### config.mk
export PLATFORM = sky130hd
export DESIGN_NAME = tennis_button_debouncer_flat
export DESIGN_NICKNAME = d
export VERILOG_FILES = /design/src/rtl/tennis_button_debouncer_if.sv /design/src/rtl/tennis_button_debouncer.sv /design/src/flat_wrapper.sv
export SDC_FILE = /design/constraint.sdc
export NUM_CORES = 1
export LEC_CHECK = 0
export CORE_UTILIZATION = 35
export CTS_BUF_LIST = sky130_fd_sc_hd__clkbuf_8
export DETAILED_ROUTE_END_ITERATION = 10
export GPL_ROUTABILITY_DRIVEN = 0
export MAX_ROUTING_LAYER = met4
export PLACE_DENSITY_LB_ADDON = 0.3
export SETUP_SLACK_MARGIN = 0.2
export SYNTH_ARGS = -nofsm -noshare
export SYNTH_HDL_FRONTEND = slang
export SYNTH_SLANG_ARGS = --single-unit
export TNS_END_PERCENT = 10
### constraint.sdc
create_clock -name clk -period 2.6 [get_ports clk]
set_clock_uncertainty 0.05 [all_clocks]
set_input_delay 0.26 -clock clk [delete_from_list [all_inputs] [get_ports clk]]
set_output_delay 0.26 -clock clk [all_outputs]
set_load 0.05 [all_outputs]
### src/rtl/tennis_button_debouncer_if.sv
// Purpose: button-side and game-side signals of the two-channel button conditioner.
// Latency: none, this is wiring only.
// Backpressure: none; the buttons are free-running levels and the outputs are registered levels and pulses.
// Ports: btn_right/btn_left (raw buttons), *_level (debounced level),
//        *_press (one-cycle press pulse), *_trigger (stretched press for the game block).
interface tennis_button_debouncer_if;
  logic btn_right;
  logic btn_left;
  logic right_level;
  logic left_level;
  logic right_press;
  logic left_press;
  logic right_trigger;
  logic left_trigger;

  // The conditioner itself
  modport slave (
    input  btn_right, btn_left,
    output right_level, left_level, right_press, left_press,
           right_trigger, left_trigger
  );

  // Button source and game side
  modport master (
    output btn_right, btn_left,
    input  right_level, left_level, right_press, left_press,
           right_trigger, left_trigger
  );
endinterface

### src/rtl/tennis_button_debouncer.sv
// Purpose: synchronise, debounce and press-detect two push-buttons, and stretch each press for the slow game clock.
// Latency: level DEBOUNCE_CYCLES+1 edges after the raw change reaches s1; press/trigger one edge later.
// Backpressure: none; a press during a stretch reloads it, so the trigger stays high with no gap.
// Ports: clk, reset (sync, active-high); bus.slave carries btn_right/btn_left in and
//        *_level, *_press, *_trigger out. Index 0 of the internal vectors is right, 1 is left.
module tennis_button_debouncer #(
  parameter int DEBOUNCE_CYCLES = 1_000_000,
  parameter int CNT_WIDTH       = 20,
  parameter int STRETCH_CYCLES  = 8_000_000,
  parameter int STRETCH_WIDTH   = 24
) (
  input  logic                       clk,
  input  logic                       reset,
  tennis_button_debouncer_if.slave   bus
);

  localparam logic [CNT_WIDTH-1:0]     CNT_MAX   = CNT_WIDTH'(DEBOUNCE_CYCLES - 1);
  localparam logic [STRETCH_WIDTH-1:0] SCNT_LOAD = STRETCH_WIDTH'(STRETCH_CYCLES - 1);

  logic [1:0]               btn;
  logic [1:0]               s1;
  logic [1:0]               s2;
  logic [1:0]               lvl;
  logic [1:0]               lvl_d;
  logic [1:0]               press;
  logic [1:0]               trig;
  logic [1:0]               rise;
  logic [CNT_WIDTH-1:0]     cnt  [2];
  logic [STRETCH_WIDTH-1:0] scnt [2];

  assign btn  = {bus.btn_left, bus.btn_right};

  // The press is seen one edge after lvl rises; the trigger loads on that
  // same edge, so press and trigger rise together.
  assign rise = lvl & ~lvl_d;

  always_ff @(posedge clk) begin
    if (reset) begin
      s1    <= '0;
      s2    <= '0;
      lvl   <= '0;
      lvl_d <= '0;
      press <= '0;
      trig  <= '0;
      for (int i = 0; i < 2; i++) begin
        cnt[i]  <= '0;
        scnt[i] <= '0;
      end
    end else begin
      s1    <= btn;
      s2    <= s1;
      lvl_d <= lvl;
      press <= rise;
      for (int i = 0; i < 2; i++) begin
        // Any sample agreeing with the accepted level restarts the count,
        // so only an unbroken run of DEBOUNCE_CYCLES disagreeing samples
        // moves the level.
        if (s2[i] == lvl[i]) begin
          cnt[i] <= '0;
        end else if (cnt[i] == CNT_MAX) begin
          lvl[i] <= s2[i];
          cnt[i] <= '0;
        end else begin
          cnt[i] <= cnt[i] + 1'b1;
        end

        // scnt holds the remaining high cycles after the current one.
        if (rise[i]) begin
          scnt[i] <= SCNT_LOAD;
          trig[i] <= 1'b1;
        end else if (scnt[i] != '0) begin
          scnt[i] <= scnt[i] - 1'b1;
        end else begin
          trig[i] <= 1'b0;
        end
      end
    end
  end

  assign bus.right_level   = lvl[0];
  assign bus.left_level    = lvl[1];
  assign bus.right_press   = press[0];
  assign bus.left_press    = press[1];
  assign bus.right_trigger = trig[0];
  assign bus.left_trigger  = trig[1];

endmodule
### src/flat_wrapper.sv
// flat-port wrapper written by rule: the top's interface ports become plain ports
module tennis_button_debouncer_flat 
#(
  parameter int DEBOUNCE_CYCLES = 1_000_000,
  parameter int CNT_WIDTH       = 20,
  parameter int STRETCH_CYCLES  = 8_000_000,
  parameter int STRETCH_WIDTH   = 24
)
  (clk, reset, bus_btn_right, bus_btn_left, bus_right_level, bus_left_level, bus_right_press, bus_left_press, bus_right_trigger, bus_left_trigger);
  tennis_button_debouncer_if bus_i ();
  input  logic clk;
  input  logic reset;
  input wire logic [$bits(bus_i.btn_right)-1:0] bus_btn_right;
  input wire logic [$bits(bus_i.btn_left)-1:0] bus_btn_left;
  output wire logic [$bits(bus_i.right_level)-1:0] bus_right_level;
  output wire logic [$bits(bus_i.left_level)-1:0] bus_left_level;
  output wire logic [$bits(bus_i.right_press)-1:0] bus_right_press;
  output wire logic [$bits(bus_i.left_press)-1:0] bus_left_press;
  output wire logic [$bits(bus_i.right_trigger)-1:0] bus_right_trigger;
  output wire logic [$bits(bus_i.left_trigger)-1:0] bus_left_trigger;
  assign bus_i.btn_right = bus_btn_right;
  assign bus_i.btn_left = bus_btn_left;
  assign bus_right_level = bus_i.right_level;
  assign bus_left_level = bus_i.left_level;
  assign bus_right_press = bus_i.right_press;
  assign bus_left_press = bus_i.left_press;
  assign bus_right_trigger = bus_i.right_trigger;
  assign bus_left_trigger = bus_i.left_trigger;
  tennis_button_debouncer #(.DEBOUNCE_CYCLES(DEBOUNCE_CYCLES), .CNT_WIDTH(CNT_WIDTH), .STRETCH_CYCLES(STRETCH_CYCLES), .STRETCH_WIDTH(STRETCH_WIDTH)) u_core (.clk(clk), .reset(reset), .bus(bus_i));
endmodule
* Word level (Yosys, flattened, before mapping)
Memories as Yosys holds them, arrays and structs flattened.
Index checks and enable logic that the tools add are counted.
** Word-level totals
- Register bits :: 12
- Bits in writable memories :: 88
- Input bits :: 4
- Logic and storage cells :: 90
- Memories kept :: 2
** Memory list
- u_core.scnt :: words 2, bits a word 24, read ports 2, clocked after memory_dff 0, write ports 2, line tennis_button_debouncer.sv:29 : logic [STRETCH_WIDTH-1:0] scnt [2];
- u_core.cnt :: words 2, bits a word 20, read ports 2, clocked after memory_dff 0, write ports 2, line tennis_button_debouncer.sv:28 : logic [CNT_WIDTH-1:0] cnt [2];
** Operators by class
- $add $sub $neg :: 4
- Equality and inequality tests :: 6
- Muxes and demuxes :: 52
- Bitwise gates (word level) :: 14
- Reductions and logical operators :: 4
** Operator list (count)
- 20-bit 2-to-1 mux :: 6
- 24-bit 2-to-1 mux :: 4
- 24-bit nonzero test :: 2
- 24-bit by 1-bit subtractor with 24-bit output (second input constant) :: 2
- 1-bit 2-to-1 mux :: 42
- 20-bit by 1-bit adder with 20-bit output (second input constant) :: 2
- 20-bit equality test (second input constant) :: 2
- 1-bit OR :: 10
- 2-bit by 1-bit inequality test with 1-bit output (second input constant) :: 2
- 2-bit AND reduction :: 2
- 2-bit AND :: 1
- 1-bit equality test :: 2
- 1-bit NOT :: 2
- 2-bit NOT :: 1

* Longest topological paths before layout
Gate-level depths: netlist of run 1.
- Word-level depth :: 7
- Mapped depth :: 8

* Worst setup path after synthesis of run 1
Ideal clock, no wire load.
- Path kind :: reg-to-reg
- Start point :: memory u_core.scnt[1][16]
- End point :: memory u_core.scnt[1][0], enable pin
- Library setup time :: 425 ps
- Data arrival time :: 2071 ps
- Data required time :: 2125 ps
- Slack :: 54 ps
- Cell stages (with the launch flop) :: 5
- Path buffers :: 0
- Clock period less this slack :: 2546 ps
- Cell sequence :: edfxtp_1 > or3_1 > or4_4 > nor4_4 > nand2_1
** RTL lines (line)
- start, declared :: tennis_button_debouncer.sv:29

==> key figures, run 1 <==
Floorplanning
  • Die height: 124.3 µm
  • DIE AREA: around 15000 µm²
  • Core ar.: between 10000 and 15000 µm²
  • Row count: between 40 and 50
  • I/O pin cnt: 10
  • Die X-Extent: 124.3 µm
  • Starting Density: a little over a third

Global route
  • GRT Resource Usage Total: 13.54%
  • Vias in the first global route: approximately 3500
  • Initial antenna violation count: 0
  • Largest net degree at the start of global routing: 20
  • First-pass GRT wire length: around 16000 µm
  • Global route overflow: 0

Routing
  • Total wire length: approximately 9800 µm
  • Total number of vias: 3628
  • Post-DRT Antenna Nets: 0
  • 1st-pass router iterations: 4
  • Detailed Route Iter0 Violations: 165
  • DRC Markers: 0
  • Avg WL per Cell: 13.18 µm
  • Vias per cell: 4.896

Min path
  • Hold Path Origin: bus_btn_left
  • Hold Crit Class: in -> reg
  • Cells on Worst Hold Path: 2

Finish
  • Register Area: approximately 2900 µm²
  • Final core occ: 42.12%
  • # fillers: 1388
  • Nets: roughly 560
  • Layout area overhead: 17.38%
  • Multi-input gate area: ~2500 µm²
  • Layout cell share with drive strength beyond 1: roughly 11%
  • N_diodes: 0

Logic synthesis
  • Post-Syn Area per Cell: ~11 µm²
  • Count of cell types in the netlist: 41
  • EDFF count, synth: 88
  • Share of the synthesized area in the top cell type: 50.48%
  • Dominant cells by area after synthesis: edfxtp_1 50%, xor2_1 6.5%, nor2_1 6.1%, xnor2_1 6.0%, dfxtp_1 4.6%
  • FF+latch count, synth: 100
  • Sequential area share after synthesis: between 50% and 60%
  • Ys flop type: edfxtp_1
  • Post-synth ARST share: 0%
  • Yosys top cell by area: edfxtp_1
  • Synthesized instance count: 484
  • Synth Cell Area: ~5200 µm²
  • Ys Warns: 0

Flow run
  • Total of max-cap violations: 0

Timing
  • Final period utilization: around nine tenths
  • Highest clock rate: about 420 MHz
  • Final setup viols: 0
  • Hold Violations, Final: 0
  • Worst setup margin: 0.2129 ns
  • RSZ-0062 raised after global routing: yes
  • Rel. slew slack: around 56%
  • Slew Viols, Final: 0
  • Post-route minimum period: 2.387 ns
  • Setup Total Neg Slack: 0 ns
  • Worst-Margin Slew: about 0.66 ns

Setup path
  • Setup crit end kind: register
  • Critical path origin: u_core.scnt[0][19]$_SDFFCE_PN0P_
  • Largest fanout on the critical path: 6
  • RR Startpoint: u_core.scnt[0][19]$_SDFFCE_PN0P_
  • Startpoint Class: register
  • Crit Path Class: reg -> reg
  • Worst EP required: between 2 and 3 ns
  • Worst EP arrival: ~2.5 ns
  • Worst Reg-to-Reg Cells: 6

Placement
  • Hpwl dp: roughly 6600 µm
  • PortBufs: 9
  • Dpl ws: 0.04011 ns

Clocking
  • CTS Buffer Depth: 2
  • Hold_buf cts: 0
  • Worst-path clk slew: approximately 0.10 ns
  • CTS tree: done
  • Clock root buffer: clkbuf_8
  • H-tree depth: 3
  • CTS buffer count: 9
  • Sink Count: 100
  • Clock Latency Late Sink: about 0.38 ns

Pwr
  • Total power: 3.440 mW
  • Static leakage: approximately 2.2 nW
  • Peak supply drop: 0.0004574 V
  • P per Cell Area: 559.9 nW/µm²

Outcome
  • Status: completed
[power breakdown]
part	total, mW	switching, mW	internal, mW
sequential	1.90	0.0787	1.83
combinational	0.320	0.177	0.143
clock	1.22	0.549	0.666
[stage by stage]
stage	cells	instance area, µm²	hold WS, ns
after floorplan	523	5384	0.2891
after global routing	741	6145	0.3762
after CTS	738	6082	0.3599
final	741	6145	0.3756
after detailed placement	718	5764	0.3880
after global placement	718	5764	0.3763
[cell usage after synthesis (2+ instances only)]
| library cell | n |
|---|---|
| nor2b_1 | 8 |
| xor2_1 | 39 |
| xnor2_1 | 36 |
| dfxtp_1 | 12 |
| ha_1 | 6 |
| nor3_1 | 16 |
| or2_2 | 5 |
| nand3_1 | 27 |
| nand2b_1 | 6 |
| nor4b_1 | 5 |
| a21o_1 | 2 |
| o21ai_0 | 2 |
| and4_1 | 2 |
| or4_1 | 2 |
| mux2i_1 | 3 |
| nand4b_1 | 2 |
| nor2_1 | 85 |
| inv_1 | 11 |
| o31ai_1 | 3 |
| nand2_1 | 19 |
| clkbuf_1 | 11 |
| nor4_4 | 3 |
| or3_1 | 11 |
| a31oi_1 | 6 |
| a21oi_1 | 24 |
| nand4_1 | 11 |
| nor4_1 | 12 |
| buf_2 | 3 |
| edfxtp_1 | 88 |
| nand3b_1 | 2 |
| and3_1 | 12 |
[kinds of logic after synthesis]
logic type      count (synthesis)  share of synthesized area (%)
other cells                     1                        0.07163
fa+ha+maj                       6                          1.434
buf+inv                        27                          2.223
mux                             3                         0.5736
compound gates                 39                          4.374
simple gates                  233                          23.71
flops                         100                          55.07
xor+xnor                       75                          12.55
[timing repair]
action,in CTS,in global routing
endpoints found under the hold margin,0,0
cloned,0,1
gates resized for setup,7,9
setup endpoints to repair,47,104
setup buffers,4,2
pin swaps,2,4
[state kept, by name (all words and copies together), names as in the netlist]
| register | cells |
|---|---|
| u_core.lvl_d | 2 |
| u_core.press | 2 |
| u_core.cnt | 40 |
| u_core.s2 | 2 |
| u_core.trig | 2 |
| u_core.scnt | 48 |
| u_core.lvl | 2 |
| u_core.s1 | 2 |
[metal layers]
| metal | part of all wire, % | global-route usage [%] |
|---|---|---|
| met5 | 0 | - |
| met4 | 1.7 | 5.882 |
| met2 | 46 | 20.70 |
| met1 | 50 | 17.54 |
| met3 | 2.9 | 2.534 |
[cell type report]
cell class | instances | area share (%)
clock inverters | 6 | 1.792
multi-input cells | 397 | 40.05
flip-flops and latches | 100 | 46.92
well taps | 184 | 3.747
inverters | 11 | 0.6720
repair buffers | 33 | 4.582
clock buffers | 10 | 2.240
[worst max-delay path: stages (launching register included)]
cell	delay, ns
edfxtp_1	0.40
or4_4	0.56
or3_4	0.36
nor4b_4	0.25
nand4_1	0.10
or2_4	0.26
buf_4	0.17
[cells in the final DEF (no fill, tap or decap), drive strengths merged, types with 3 or more instances in the layout]
master	n
nor2b	8
conb	40
or2	5
and3	12
bufinv	3
or4	3
mux2i	3
buf	24
xor2	39
nor4	16
a31oi	7
nand2b	6
clkbuf	10
nor2	85
nand2	19
a21oi	24
dfxtp	12
xnor2	36
nor3	18
edfxtp	88
inv	12
ha	6
o31ai	3
nand3	27
clkdlybuf4s50	9
or3	11
nor4b	5
nand4	11
[path summary, 6_finish.rpt]
| path | endpoint | slack (ns) |
|---|---|---|
| max | u_core.scnt[0][21]$_SDFFCE_PN0P_ | 0.21 |
| min | u_core.s1[1]$_SDFF_PP0_ | 0.38 |
| max reg2reg | u_core.scnt[0][21]$_SDFFCE_PN0P_ | 0.21 |
| min reg2reg | u_core.s2[0]$_SDFF_PP0_ | 0.41 |
(Power assumes the default switching activity.)
==> inputs of run 2 (changes only) <==
--- a/config.mk
+++ b/config.mk
@@ -5,6 +5,7 @@
 export SDC_FILE = /design/constraint.sdc
 export NUM_CORES = 1
 export LEC_CHECK = 0
+export CAP_MARGIN = 40
 export CORE_UTILIZATION = 35
 export CTS_BUF_LIST = sky130_fd_sc_hd__clkbuf_8
 export DETAILED_ROUTE_END_ITERATION = 10
==> run 2 against run 1 <==
Effect of this change:
- core utilization fell by 0.27 points
- critical path type unchanged
- largest power group unchanged
- combinational power grew 1%
- total power decreased by 7.4%
==> key figures, run 2 (same netlist as run 1, synthesis figures left out) <==
Setup path
  • Worst EP arrival: 2.46 ns (-0.02 ns)
  • Worst Reg-to-Reg Cells: 6 (unchanged)
  • R2R Setup Slk: 0.21 ns (about the same)
  • Setup crit end: u_core.scnt[0][8]$_SDFFCE_PN0P_
  • Crit Path Class: reg -> reg
  • Critical path origin: u_core.scnt[0][18]$_SDFFCE_PN0P_
  • Worst EP required: 2.67 ns (-0.03 ns)
  • Largest fanout on the critical path: 9 (+3)
  • RR Startpoint: u_core.scnt[0][18]$_SDFFCE_PN0P_
  • Crit Reg-Reg Endpoint: u_core.scnt[0][8]$_SDFFCE_PN0P_
  • Setup crit end kind: register
  • Startpoint Class: register

Timing
  • Worst setup margin: 0.2115 ns (-0.001390 ns)
  • Hold Violations, Final: 0 (unchanged)
  • Setup Total Neg Slack: 0 ns (unchanged)
  • Worst-Margin Slew: 0.6695 ns (+0.01240 ns)
  • Rel. slew slack: 54.95% (-0.83 points)
  • Post-route minimum period: 2.389 ns (+0.001390 ns)
  • Final setup viols: 0 (unchanged)
  • Slew Viols, Final: 0 (unchanged)
  • Final period utilization: 91.87% (about the same)
  • RSZ-0062 raised after global routing: yes
  • Highest clock rate: 418.7 MHz (about the same)

Global route
  • Global route overflow: 0 (unchanged)
  • GRT Resource Usage Total: 13.35% (-0.19 points)
  • First-pass GRT wire length: 16590 µm (+0.71%)
  • Largest net degree at the start of global routing: 20 (unchanged)
  • Initial antenna violation count: 0 (unchanged)
  • Vias in the first global route: 3493 (+1.1%)

Clocking
  • Clock Latency Late Sink: 0.36 ns (-0.02 ns)
  • Clock root buffer: clkbuf_8
  • CTS Buffer Depth: 2 (unchanged)
  • Sink Count: 100 (unchanged)
  • H-tree depth: 3 (unchanged)
  • Hold_buf cts: 0 (unchanged)
  • Worst-path clk slew: 0.10 ns (about the same)
  • CTS tree: done
  • CTS buffer count: 9 (unchanged)

Floorplanning
  • Die X-Extent: 124.3 µm (unchanged)
  • Die height: 124.3 µm (unchanged)
  • Starting Density: 35.88% (unchanged)
  • Core ar.: 14590 µm² (unchanged)
  • DIE AREA: 15450 µm² (unchanged)
  • Row count: 44 (unchanged)
  • I/O pin cnt: 10 (unchanged)

Routing
  • Total number of vias: 3646 (+0.50%)
  • Avg WL per Cell: 13.01 µm (-1.2%)
  • Post-DRT Antenna Nets: 0 (unchanged)
  • DRC Markers: 0 (unchanged)
  • Total wire length: 9683 µm (-0.82%)
  • 1st-pass router iterations: 5 (+1)
  • Vias per cell: 4.901 (about the same)
  • Detailed Route Iter0 Violations: 121 (-27%)

Placement
  • PortBufs: 9 (unchanged)
  • Dpl ws: 0.07436 ns (+0.03424 ns)
  • Hpwl dp: 6602 µm (-0.60%)

Finish
  • Layout cell share with drive strength beyond 1: 11.43% (-0.062 points)
  • Largest registers: u_core.scnt (48), u_core.cnt (40)
  • Most frequent cells in the layout: 88 x edfxtp_1, 85 x nor2_1, 40 x conb_1
  • N_diodes: 0 (unchanged)
  • # fillers: 1392 (+0.29%)
  • Nets: 565 (+0.53%)
  • Layout area overhead: 16.61%
  • Most flop-heavy register: u_core.scnt
  • Max reg flops: 48 (unchanged)
  • Commonest non-fill, non-tap cell in the layout: edfxtp_1
  • Final core occ: 41.84% (-0.27 points)

Min path
  • Hold Crit Class: in -> reg

Pwr
  • P per Cell Area: 521.7 nW/µm² (-6.8%)
  • Static leakage: 2.224 nW (-0.37%)
  • Peak supply drop: 0.0002651 V (-42%)

Flow run
  • Total of max-cap violations: 0 (unchanged)

Outcome
  • Status: completed
[run 2: cell count changes in the layout (fill, tap and decap cells not counted), sizes merged]
| cell | delta |
|---|---|
| inv | +1 |
| clkinv | +1 |
| bufinv | -2 |
| clkinvlp | +1 |
| a41o | -1 |
| clkbuf | -1 |
| buf | +4 |
[run 2: metrics by stage]
step                      std cells  area (µm²)  hold slack, ns  power (mW)
after global placement          718        5764          0.3763       2.225
after global routing            744        6105          0.3856       3.330
after detailed placement        719        5772          0.3780       2.233
final                           744        6105          0.3934       3.185
after floorplan                 523        5384          0.2891       2.150
after CTS                       739        6020          0.3806       3.200
[run 2: critical path: stages, from the launching register on]
cell and delay (ns):
edfxtp_1 0.40, or4_4 0.56, or3_4 0.36, nor4b_4 0.25, nand4_1 0.10, or2_4 0.29
buf_6 0.15
[run 2: final cells by class]
type                       count  area [µm²]  area share, %
sequential                   100        2883          47.22
tap                          184       230.2          3.771
inverter                      11       41.29         0.6764
multi-input combinational    396        2451          40.15
clock buffer                   9       123.9          2.029
timing repair buffer          37       315.3          5.165
clock inverter                 7       60.06         0.9838
[run 2: where the power goes]
part / switching, mW / total, mW / internal [mW] / leakage [nW]
sequential: 0.0797 / 1.91 / 1.83 / 1.07
clock: 0.521 / 0.955 / 0.434 / 0.101
combinational: 0.177 / 0.324 / 0.147 / 1.05
[run 2: layer usage]
layer	wire (µm)	track usage (%)	vias to the layer above	share of wire [%]
li1	-	-	1833	-
met1	4738	17.61	1722	49
met2	4463	20.93	80	46
met3	370	2.405	11	3.8
met4	110	4.040	0	1.1
met5	0	-	-	0
[run 2: repair_timing]
| item | in CTS | in global routing |
|---|---|---|
| pin swaps | 1 | 3 |
| endpoints found under the setup margin | 47 | 118 |
| gates resized for setup | 7 | 9 |
| setup buffers | 4 | 5 |
[run 2: how the worst min path moves through the flow]
| stage | start | endpoint | slack [ns] | depth (start not counted) |
|---|---|---|---|---|
| final | bus_btn_left | u_core.s1[1]$_SDFF_PP0_ | 0.39 | 2 |
| after global routing | bus_btn_right | u_core.s1[0]$_SDFF_PP0_ | 0.39 | 2 |
| after CTS | bus_btn_right | u_core.s1[0]$_SDFF_PP0_ | 0.38 | 2 |
| after detailed placement | u_core.s1[0]$_SDFF_PP0_ | u_core.s2[0]$_SDFF_PP0_ | 0.38 | 1 |
| after global placement | u_core.s1[0]$_SDFF_PP0_ | u_core.s2[0]$_SDFF_PP0_ | 0.38 | 1 |
| after floorplan | reset | u_core.lvl_d[1]$_SDFF_PP0_ | 0.29 | 1 |
==> inputs of run 3 (changes only) <==
--- a/config.mk
+++ b/config.mk
@@ -12,6 +12,7 @@
 export GPL_ROUTABILITY_DRIVEN = 0
 export MAX_ROUTING_LAYER = met4
 export PLACE_DENSITY_LB_ADDON = 0.3
+export RECOVER_POWER = 100
 export SETUP_SLACK_MARGIN = 0.2
 export SYNTH_ARGS = -nofsm -noshare
 export SYNTH_HDL_FRONTEND = slang
==> run 3 against run 2 <==
Effect of this change:
- die area unchanged
- total power down 0.30%
- cell count unchanged
- worst setup slack got worse by 0.024 ns
- core utilization fell by 0.34 points
- critical path depth did not move
- non-clock buffer count stayed put
- sequential share of layout area rose by 0.39 points
- largest power group unchanged
- highest routed layer unchanged
==> key figures, run 3 (same netlist as run 1, synthesis figures left out) <==
Pwr
  • Static leakage: 2.222 nW (about the same)
  • Combinational power share: 9.9% (-0.3 points)
  • P per Cell Area: 524.4 nW/µm² (+0.52%)
  • Peak supply drop: 0.0002656 V (+0.20%)
  • Net Sw Frac: 24.43% (about the same)
  • Power share of the clock group: 30.1% (about the same)
  • Flop pwr share: 60.0% (+0.2 points)
  • Psw: 0.7757 mW (-0.33%)
  • Cell internal pwr: 2.400 mW (-0.29%)

Placement
  • PortBufs: 9 (unchanged)
  • Dpl ws: 0.07436 ns (unchanged)
  • Placed Area: 5772 µm² (unchanged)
  • Hpwl dp: 6602 µm (unchanged)

Routing
  • Total wire length: 9633 µm (-0.52%)
  • Avg WL per Cell: 12.95 µm (-0.52%)
  • DRC Markers: 0 (unchanged)
  • Total number of vias: 3636 (-0.27%)
  • 1st-pass router iterations: 4 (-1)
  • Vias per cell: 4.887 (-0.27%)
  • Post-DRT Antenna Nets: 0 (unchanged)
  • Detailed Route Iter0 Violations: 138 (+14%)

Setup path
  • Setup crit end: u_core.scnt[0][8]$_SDFFCE_PN0P_
  • Crit Path Class: reg -> reg
  • Startpoint Class: register
  • Crit Reg-Reg Endpoint: u_core.scnt[0][8]$_SDFFCE_PN0P_
  • Worst EP required: 2.67 ns (about the same)
  • Worst Reg-to-Reg Cells: 6 (unchanged)
  • RR Startpoint: u_core.scnt[0][18]$_SDFFCE_PN0P_
  • Critical path origin: u_core.scnt[0][18]$_SDFFCE_PN0P_
  • R2R Setup Slk: 0.19 ns (-0.02 ns)
  • Largest fanout on the critical path: 9 (unchanged)
  • Worst EP arrival: 2.49 ns (+0.03 ns)
  • Setup crit end kind: register

Clocking
  • H-tree depth: 3 (unchanged)
  • Hold_buf cts: 0 (unchanged)
  • Clock root buffer: clkbuf_8
  • CTS buffer count: 9 (unchanged)
  • Sink Count: 100 (unchanged)
  • CTS tree: done
  • Worst-path clk slew: 0.10 ns (about the same)
  • Clock Latency Late Sink: 0.36 ns (about the same)
  • CTS Buffer Depth: 2 (unchanged)

Finish
  • N_diodes: 0 (unchanged)
  • Max reg flops: 48 (unchanged)
  • Largest registers: u_core.scnt (48), u_core.cnt (40)
  • Design area: 6055 µm² (-0.82%)
  • Most frequent cells in the layout: 88 x edfxtp_1, 85 x nor2_1, 40 x conb_1
  • Nets: 565 (unchanged)
  • Layout cell share with drive strength beyond 1: 10.36% (-1.1 points)
  • Commonest non-fill, non-tap cell in the layout: edfxtp_1
  • Most flop-heavy register: u_core.scnt
  • Layout area overhead: 15.65%

Global route
  • Vias in the first global route: 3493 (unchanged)
  • Largest net degree at the start of global routing: 20 (unchanged)
  • GRT Resource Usage Total: 13.35% (unchanged)
  • Initial antenna violation count: 0 (unchanged)
  • First-pass GRT wire length: 16590 µm (unchanged)
  • Global route overflow: 0 (unchanged)

Timing
  • Hold Violations, Final: 0 (unchanged)
  • Worst-Margin Slew: 0.6669 ns (-0.002669 ns)
  • Setup Total Neg Slack: 0 ns (unchanged)
  • Highest clock rate: 414.4 MHz (-1.0%)
  • Worst setup margin: 0.1871 ns (-0.02439 ns)
  • Rel. slew slack: 55.13% (+0.18 points)
  • Post-route minimum period: 2.413 ns (+0.02439 ns)
  • Final setup viols: 0 (unchanged)
  • Final period utilization: 92.80% (+0.94 points)
  • RSZ-0062 raised after global routing: yes
  • Slew Viols, Final: 0 (unchanged)

Flow run
  • Total of max-cap violations: 0 (unchanged)

Floorplanning
  • Core ar.: 14590 µm² (unchanged)
  • Row count: 44 (unchanged)
  • Starting Density: 35.88% (unchanged)
  • DIE AREA: 15450 µm² (unchanged)
  • Die X-Extent: 124.3 µm (unchanged)
  • Die height: 124.3 µm (unchanged)
  • I/O pin cnt: 10 (unchanged)

Outcome
  • Status: completed

Min path
  • Hold Crit Class: in -> reg
==> run 3: changes by cell type in the layout (fill, tap and decap cells not counted), moves of 2 or more <==
cell / delta
dlygate4sd3_1: +7
clkbuf_1: +4
clkdlybuf4s50_1: -7
buf_4: -7
clkbuf_2: +2
==> run 3: layout make-up <==
class	count	area [µm²]
Tap cell	184	230.2
Inverter	11	41.29
Sequential cell	100	2883
Multi-Input combinational cell	396	2424
Fill cell	1401	8534
Timing Repair Buffer	37	292.8
Clock inverter	7	60.06
Clock buffer	9	123.9
==> run 3: timing repair <==
| item | in CTS | in global routing |
|---|---|---|
| buffers inserted | 4 | 5 |
| setup endpoints to repair | 47 | 118 |
| cloned | 0 | 0 |
| resized for setup | 7 | 9 |
| pin swaps | 1 | 3 |
==> run 3: critical path, cell delays in order (launching register included) <==
cell      delay (ns)
edfxtp_1        0.39
or4_1           0.58
or3_4           0.37
nor4b_4         0.24
nand4_1         0.10
or2_4           0.29
buf_6           0.15
==> run 3: routing by layer <==
layer	track usage (%)	vias to the layer above	routed length [µm]
met5	-	-	0
met4	4.040	0	106
met3	2.405	9	327
met2	20.93	60	4481
met1	17.61	1731	4718
li1	-	1836	-
==> run 3: worst min-delay path by stage <==
stage                                  startpoint                          to  slack, ns  cells after the start
after global routing                bus_btn_right     u_core.s1[0]$_SDFF_PP0_       0.39                      2
after CTS                           bus_btn_right     u_core.s1[0]$_SDFF_PP0_       0.38                      2
after floorplan                             reset  u_core.lvl_d[1]$_SDFF_PP0_       0.29                      1
final                                bus_btn_left     u_core.s1[1]$_SDFF_PP0_       0.39                      2
after detailed placement  u_core.s1[0]$_SDFF_PP0_     u_core.s2[0]$_SDFF_PP0_       0.38                      1
after global placement    u_core.s1[0]$_SDFF_PP0_     u_core.s2[0]$_SDFF_PP0_       0.38                      1
==> run 3: power groups by stage <==
stage	Clock (mW)	Combinational [mW]	Sequential (mW)
2_1_floorplan	0	0.230	1.92
3_3_place_gp	0	0.289	1.94
3_5_place_dp	0	0.293	1.94
4_1_cts	0.991	0.306	1.90
5_1_grt	1.05	0.356	1.92
6_report	0.954	0.316	1.91
==> run 3: per-stage QoR <==
| step | power, mW | hold slack [ns] | cells | util (%) |
|---|---|---|---|---|
| after floorplan | 2.150 | 0.2891 | 523 | - |
| after global placement | 2.225 | 0.3763 | 718 | 39.51 |
| after detailed placement | 2.233 | 0.3780 | 719 | 39.56 |
| after CTS | 3.200 | 0.3806 | 739 | 41.26 |
| after global routing | 3.322 | 0.3856 | 744 | 41.50 |
| final | 3.175 | 0.3948 | 744 | 41.50 |
